[config.mk]
export PLATFORM = sky130hd
export DESIGN_NAME = decode_stage_pipe
export DESIGN_NICKNAME = d
export VERILOG_FILES = /design/src/rtl/decode_stage_pipe.sv
export SDC_FILE = /design/constraint.sdc
export NUM_CORES = 1
export LEC_CHECK = 0
export CAP_MARGIN = 20
export CORE_MARGIN = 2
export CORE_UTILIZATION = 46
export CTS_CLUSTER_SIZE = 8
export DETAILED_ROUTE_END_ITERATION = 10
export PLACE_DENSITY = 0.93
export SLEW_MARGIN = 20
export SYNTH_ARGS = -nofsm -noshare
export SYNTH_HDL_FRONTEND = slang
export SYNTH_SLANG_ARGS = --single-unit
[constraint.sdc]
create_clock -name clk -period 3.59 [get_ports clk]
set_clock_uncertainty 0.15 [all_clocks]
set_input_delay 0.718 -clock clk [delete_from_list [all_inputs] [get_ports clk]]
set_output_delay 0.718 -clock clk [all_outputs]
set_load 0.01 [all_outputs]
[src/rtl/decode_stage_pipe.sv]
// MIPS ID stage: decodes into a registered ID/EX bundle with load-use stall and flush.
// Define DECODE_EXT_OPS_EN to also decode ORI, SLT and BNE.
module decode_stage_pipe #(
  parameter int XLEN       = 32,
  parameter int HAZARD_DET = 1
) (
  input  logic            clk,
  input  logic            rst,
  input  logic            in_valid,
  output logic            in_ready,
  input  logic [31:0]     in_instr,
  input  logic [XLEN-1:0] in_pc,
  input  logic            flush,
  output logic            out_valid,
  input  logic            out_ready,
  output logic [XLEN-1:0] out_pc,
  output logic [XLEN-1:0] out_imm,
  output logic [4:0]      out_rs,
  output logic [4:0]      out_rt,
  output logic [4:0]      out_rd,
  output logic [4:0]      out_wr_reg,
  output logic            out_reg_write,
  output logic            out_mem_read,
  output logic            out_mem_write,
  output logic            out_branch,
  output logic            out_jump,
  output logic            out_alu_src,
  output logic [3:0]      out_alu_ctr,
  output logic [XLEN-1:0] out_jump_target,
  output logic            out_illegal
);

  typedef struct packed {
    logic [XLEN-1:0] pc;
    logic [XLEN-1:0] imm;
    logic [XLEN-1:0] jt;
    logic [4:0]      rs;
    logic [4:0]      rt;
    logic [4:0]      rd;
    logic [4:0]      wr_reg;
    logic            reg_write;
    logic            mem_read;
    logic            mem_write;
    logic            branch;
    logic            jump;
    logic            alu_src;
    logic [3:0]      alu_ctr;
    logic            illegal;
  } id_ex_t;

  localparam logic [3:0] ALU_ADD = 4'b0000;
  localparam logic [3:0] ALU_SUB = 4'b0001;
  localparam logic [3:0] ALU_AND = 4'b1001;
  localparam logic [3:0] ALU_OR  = 4'b1010;
  localparam logic [3:0] ALU_NOR = 4'b1100;
  localparam logic [3:0] ALU_SLT = 4'b0111;

  logic [5:0] op;
  logic [5:0] fn;
  logic [XLEN-29:0] pc_hi;
  logic is_r, is_addi, is_andi, is_lw;
  logic is_sw, is_beq, is_j;
`ifdef DECODE_EXT_OPS_EN
  logic is_ori, is_bne;
`endif

  assign op      = in_instr[31:26];
  assign fn      = in_instr[5:0];
  assign pc_hi   = (XLEN-28)'((in_pc + XLEN'(4)) >> 28);
  assign is_r    = op == 6'b000000;
  assign is_addi = op == 6'b001000;
  assign is_andi = op == 6'b001100;
  assign is_lw   = op == 6'b100011;
  assign is_sw   = op == 6'b101011;
  assign is_beq  = op == 6'b000100;
  assign is_j    = op == 6'b000010;
`ifdef DECODE_EXT_OPS_EN
  assign is_ori  = op == 6'b001101;
  assign is_bne  = op == 6'b000101;
`endif

  id_ex_t dec;
  logic   uses_rs, uses_rt, reg_dst, sext;

  always_comb begin
    dec     = '0;
    uses_rs = 1'b0;
    uses_rt = 1'b0;
    reg_dst = 1'b0;
    sext    = 1'b1;
    dec.pc  = in_pc;
    dec.rs  = in_instr[25:21];
    dec.rt  = in_instr[20:16];
    dec.rd  = in_instr[15:11];
    dec.jt  = {pc_hi, in_instr[25:0], 2'b00};
    unique case (1'b1)
      is_r: begin
        uses_rs       = 1'b1;
        uses_rt       = 1'b1;
        reg_dst       = 1'b1;
        dec.reg_write = 1'b1;
        unique case (fn)
          6'b100000,
          6'b100001: dec.alu_ctr = ALU_ADD;
          6'b100010: dec.alu_ctr = ALU_SUB;
          6'b100100: dec.alu_ctr = ALU_AND;
          6'b100101: dec.alu_ctr = ALU_OR;
          6'b100111: dec.alu_ctr = ALU_NOR;
`ifdef DECODE_EXT_OPS_EN
          6'b101010: dec.alu_ctr = ALU_SLT;
`endif
          default: begin
            dec.illegal   = 1'b1;
            dec.reg_write = 1'b0;
            uses_rs       = 1'b0;
            uses_rt       = 1'b0;
          end
        endcase
      end
      is_addi: begin
        uses_rs       = 1'b1;
        dec.reg_write = 1'b1;
        dec.alu_src   = 1'b1;
      end
      is_andi: begin
        uses_rs       = 1'b1;
        sext          = 1'b0;
        dec.alu_ctr   = ALU_AND;
        dec.reg_write = 1'b1;
        dec.alu_src   = 1'b1;
      end
`ifdef DECODE_EXT_OPS_EN
      is_ori: begin
        uses_rs       = 1'b1;
        sext          = 1'b0;
        dec.alu_ctr   = ALU_OR;
        dec.reg_write = 1'b1;
        dec.alu_src   = 1'b1;
      end
      is_bne: begin
        uses_rs     = 1'b1;
        uses_rt     = 1'b1;
        dec.alu_ctr = ALU_SUB;
        dec.branch  = 1'b1;
      end
`endif
      is_lw: begin
        uses_rs       = 1'b1;
        dec.mem_read  = 1'b1;
        dec.reg_write = 1'b1;
        dec.alu_src   = 1'b1;
      end
      is_sw: begin
        uses_rs       = 1'b1;
        uses_rt       = 1'b1;
        dec.mem_write = 1'b1;
        dec.alu_src   = 1'b1;
      end
      is_beq: begin
        uses_rs     = 1'b1;
        uses_rt     = 1'b1;
        dec.alu_ctr = ALU_SUB;
        dec.branch  = 1'b1;
      end
      is_j: dec.jump = 1'b1;
      default: dec.illegal = 1'b1;
    endcase
    dec.imm = sext ? {{(XLEN-16){in_instr[15]}}, in_instr[15:0]}
                   : {{(XLEN-16){1'b0}}, in_instr[15:0]};
    dec.wr_reg = reg_dst ? dec.rd : dec.rt;
  end

  id_ex_t bundle_q, bundle_d;
  logic   valid_q, valid_d;
  logic   load, hazard, haz_hit;

  always_comb begin
    haz_hit = (bundle_q.wr_reg == in_instr[25:21] && uses_rs)
           || (bundle_q.wr_reg == in_instr[20:16] && uses_rt);
    hazard  = (HAZARD_DET != 0) && in_valid && valid_q
           && bundle_q.mem_read && (bundle_q.wr_reg != 5'd0) && haz_hit;
    load     = (!valid_q || out_ready) && !flush;
    in_ready = load && !hazard && !rst;
  end

  // bubbles keep stale fields but must never write anything
  always_comb begin
    bundle_d = bundle_q;
    valid_d  = valid_q;
    if (flush || (load && (hazard || !in_valid))) begin
      valid_d            = 1'b0;
      bundle_d.reg_write = 1'b0;
      bundle_d.mem_read  = 1'b0;
      bundle_d.mem_write = 1'b0;
    end else if (load) begin
      valid_d  = 1'b1;
      bundle_d = dec;
    end
  end

  always_ff @(posedge clk) begin
    if (rst) begin
      bundle_q <= '0;
      valid_q  <= 1'b0;
    end else begin
      bundle_q <= bundle_d;
      valid_q  <= valid_d;
    end
  end

  assign out_valid       = valid_q;
  assign out_pc          = bundle_q.pc;
  assign out_imm         = bundle_q.imm;
  assign out_rs          = bundle_q.rs;
  assign out_rt          = bundle_q.rt;
  assign out_rd          = bundle_q.rd;
  assign out_wr_reg      = bundle_q.wr_reg;
  assign out_reg_write   = bundle_q.reg_write;
  assign out_mem_read    = bundle_q.mem_read;
  assign out_mem_write   = bundle_q.mem_write;
  assign out_branch      = bundle_q.branch;
  assign out_jump        = bundle_q.jump;
  assign out_alu_src     = bundle_q.alu_src;
  assign out_alu_ctr     = bundle_q.alu_ctr;
  assign out_jump_target = bundle_q.jt;
  assign out_illegal     = bundle_q.illegal;

endmodule

==> metrics.yaml <==
floorplanning:
  initial_utilization_pct: 46.8
  fp.dieArea_um2: 10700
  fp-row-count: 36
  die_width_um: 103
  die_outline_height_um: 103
  floorplan.io_pins: 198
  core_area_um2: 9680
cts:
  clk_latency_ns: 0.35
  cts.sink_count: 80
  post_cts_hold_buffer_count: 0
  number_of_levels_in_the_clock_h_tree: 3
  clk_path_buf_depth: 2
  root_buffer: "clkbuf_8"
  clock_transition_at_the_registers_of_the_reported_paths_ns: 0.08
  cts_made_buffers: 9
  tritoncts_clock_tree: "yes"
grt:
  first_global_vias: 3517
  grt_pass1_wl_mm: 17.5
  globalRouteTotalUtil_pct: 21.3
  antenna_found_initial: 0
  remaining_global_route_overflow: 0
  grt_max_degree: 91
worst_setup_path:
  critical-path-max-stage-delay_ns: 0.56
  worst_r2r_endpoint: "out_jump_target[29]"
  crit_path_end_kind: "output pin"
  critical_path_required_ns: 2.72
  worst_reg2reg_path_depth: 8
  regToRegSetupSlack_ns: 1.20
  critical_path.max_fanout: 4
  worst-setup-path-type: "in -> out"
  cp.depth: 8
  cp_data_arrival_time_ns: 2.42
  worst_path_slowest_cell: "clkdlybuf4s50_1"
  crit_buf_inv: 3
  cp_cell_sequence: "clkdlybuf4s50_1 > and3_2 > a22oi_2 > nor4_4 > inv_1 > a21boi_2 > a21oi_1 > dlymetal6s2s_1"
  critical_path.startpoint_type: "input pin"
  r2r-start: "out_wr_reg[1]"
  crit_family: "buffers and inverters"
logic_synthesis:
  yosysSeqAreaShare_pct: 35.3
  yosys_warnings: 0
  synthesis.area_um2: 4540
  post_synth_main_area_contributors: "dfxtp_1 35%, nand2b_1 17%, mux2i_1 15%"
  synth-edff-count: 0
  synthDominantCellAreaShare_pct: 35.3
  syn-instance-count: 473
  post_synth_most_frequent_cells: "125 x nand2b_1, 80 x dfxtp_1, 69 x mux2i_1"
  synth.most_common_cell: "nand2b_1"
  async_s_r_ff_share_synth_pct: 0
  dominantRegCellSynth: "dfxtp_1"
  synth_top_area_cell: "dfxtp_1"
  yosys.cell_types.count: 52
  syn_avg_cell_area_um2: 9.59
  total_of_flip_flops_plus_latches_after_synthesis: 80
pwr:
  pwr_density_cell_nw_per_um2: 356
  worst_vdd_ir_mv: 0.245
  cellLeakagePower_nw: 2.43
cells_and_area:
  areaGrowthSynthToFinish_pct: 42.7
  final_core_utilization_pct: 66.8
  post_layout_nonfiller_instances: 760
  antenna_cells: 0
  largest_register_ff_count: 32
  drive_gt1_share_pct: 9.57
  fin_nets: 692
placed_design:
  place.detailed.instances: 744
  dp_hpwl_mm: 9.01
  numPortBuffers: 195
  gp_routability_congestion: 0.863
hold_path:
  hold_path.startpoint: "out_reg_write"
  timing.hold.worst_path_depth: 2
  min_to: "out_reg_write"
  worst_hold_path_type: "reg -> reg"
drt:
  route.detailed.drc: 0
  1st_iter_drt_viols: 86
  detailroute.via_count: 3758
  route.detailed.vias_per_inst: 4.94
  totalWireLength_mm: 11.8
  detail-route-antenna-nets: 0
  wl_per_cell_um: 15.6
  drtPass1Iterations: 4
sta:
  slew_headroom_pct: 57.1
  post-route-period-util_pct: 91.6
  fmax_mhz: 304
  max_slew.worst_pin.slew_ns: 0.644
  rsz0062_at_grt: "no"
  post_route_minimum_period_ns: 3.29
  number_of_max_slew_violations_in_the_final_report: 0
  setup_viol: 0
  hold_viol: 0
run:
  cap_violations: 0
status:
  run_status: "completed"
[worst max path at each step]
stage                             from       end  slack (ns)
after CTS                  in_instr[5]  in_ready        0.02
after global placement     in_instr[5]  in_ready       -0.04
after floorplan           in_instr[29]  in_ready        0.91
after detailed placement   in_instr[5]  in_ready       -0.10
after global routing      in_instr[31]  in_ready        0.24
final                     in_instr[26]  in_ready        0.30
[worst reg2reg max path, stage by stage, from the launching register on]
cell and delay [ns]:
dfxtp_1 0.47, xnor2_1 0.18, nand3_2 0.15, nor4_4 0.31, buf_4 0.17, nor2_2 0.08, a21oi_2 0.15, buf_4 0.25
mux2_2 0.37
[through the flow]
step	hold WS (ns)	instance area [um2]	setup TNS (ns)	total power (W)	setup WS, ns
6_report	0.323	6470	0	0.00230	0.303
5_1_grt	0.337	6470	0	0.00241	0.243
4_1_cts	0.321	6460	0	0.00232	0.0182
3_5_place_dp	0.298	6240	-0.102	0.00160	-0.102
3_3_place_gp	0.309	6240	-0.0431	0.00159	-0.0431
2_1_floorplan	0.331	4540	0	0.00133	0.906
[cells by family (layout without fill, tap and decap cells)]
kind of cell,after synthesis,count (layout),share of synthesized area (%)
flops,80,80,35.3
xor+xnor,15,15,3.06
compound gates,31,31,5.68
simple gates,193,193,26.1
buf+inv,77,230,12.4
other cells,1,2,0.0827
mux,76,76,17.3
[layer usage]
metal / share of wire, % / vias up / GRT usage (%)
met1: 42 / 1772 / 25.6
met4: 1.6 / 0 / 6.68
met2: 50 / 142 / 37.5
met5: 0 / - / 0
met3: 6.8 / 17 / 5.44
li1: - / 1827 / -
[area by class of cell]
cell class                      count  area, um2
Clock buffer                       10        128
Clock inverter                      5       82.6
Fill cell                         775       3210
Inverter                            3       11.3
Multi-Input combinational cell    317       2390
Sequential cell                    80       1600
Tap cell                          133        166
Timing Repair Buffer              212       2090
[report_power, final]
part | switching, W | internal [W] | total, W
clock network | 0.000333 | 0.000388 | 0.000721
registers | 0.0000511 | 0.000947 | 0.000998
logic | 0.000240 | 0.000346 | 0.000585
[cell usage in the layout (no fill, tap or decap), drive strengths merged, types with 10 or more instances in the layout]
cell and n:
mux2i 69, buf 18, xnor2 10, dfxtp 80, a211oi 11, nor2 15
nand2b 125, clkbuf 10, nand2 10, clkdlybuf4s50 193
[timing repair]
item / in CTS / in global routing
hold endpoints to repair: 0 / 0
endpoints found under the setup margin: 1 / 1
pin swaps: 0 / 1
gates resized for setup: 2 / 3
buffers inserted: 0 / 1
(Power assumes the default switching activity.)
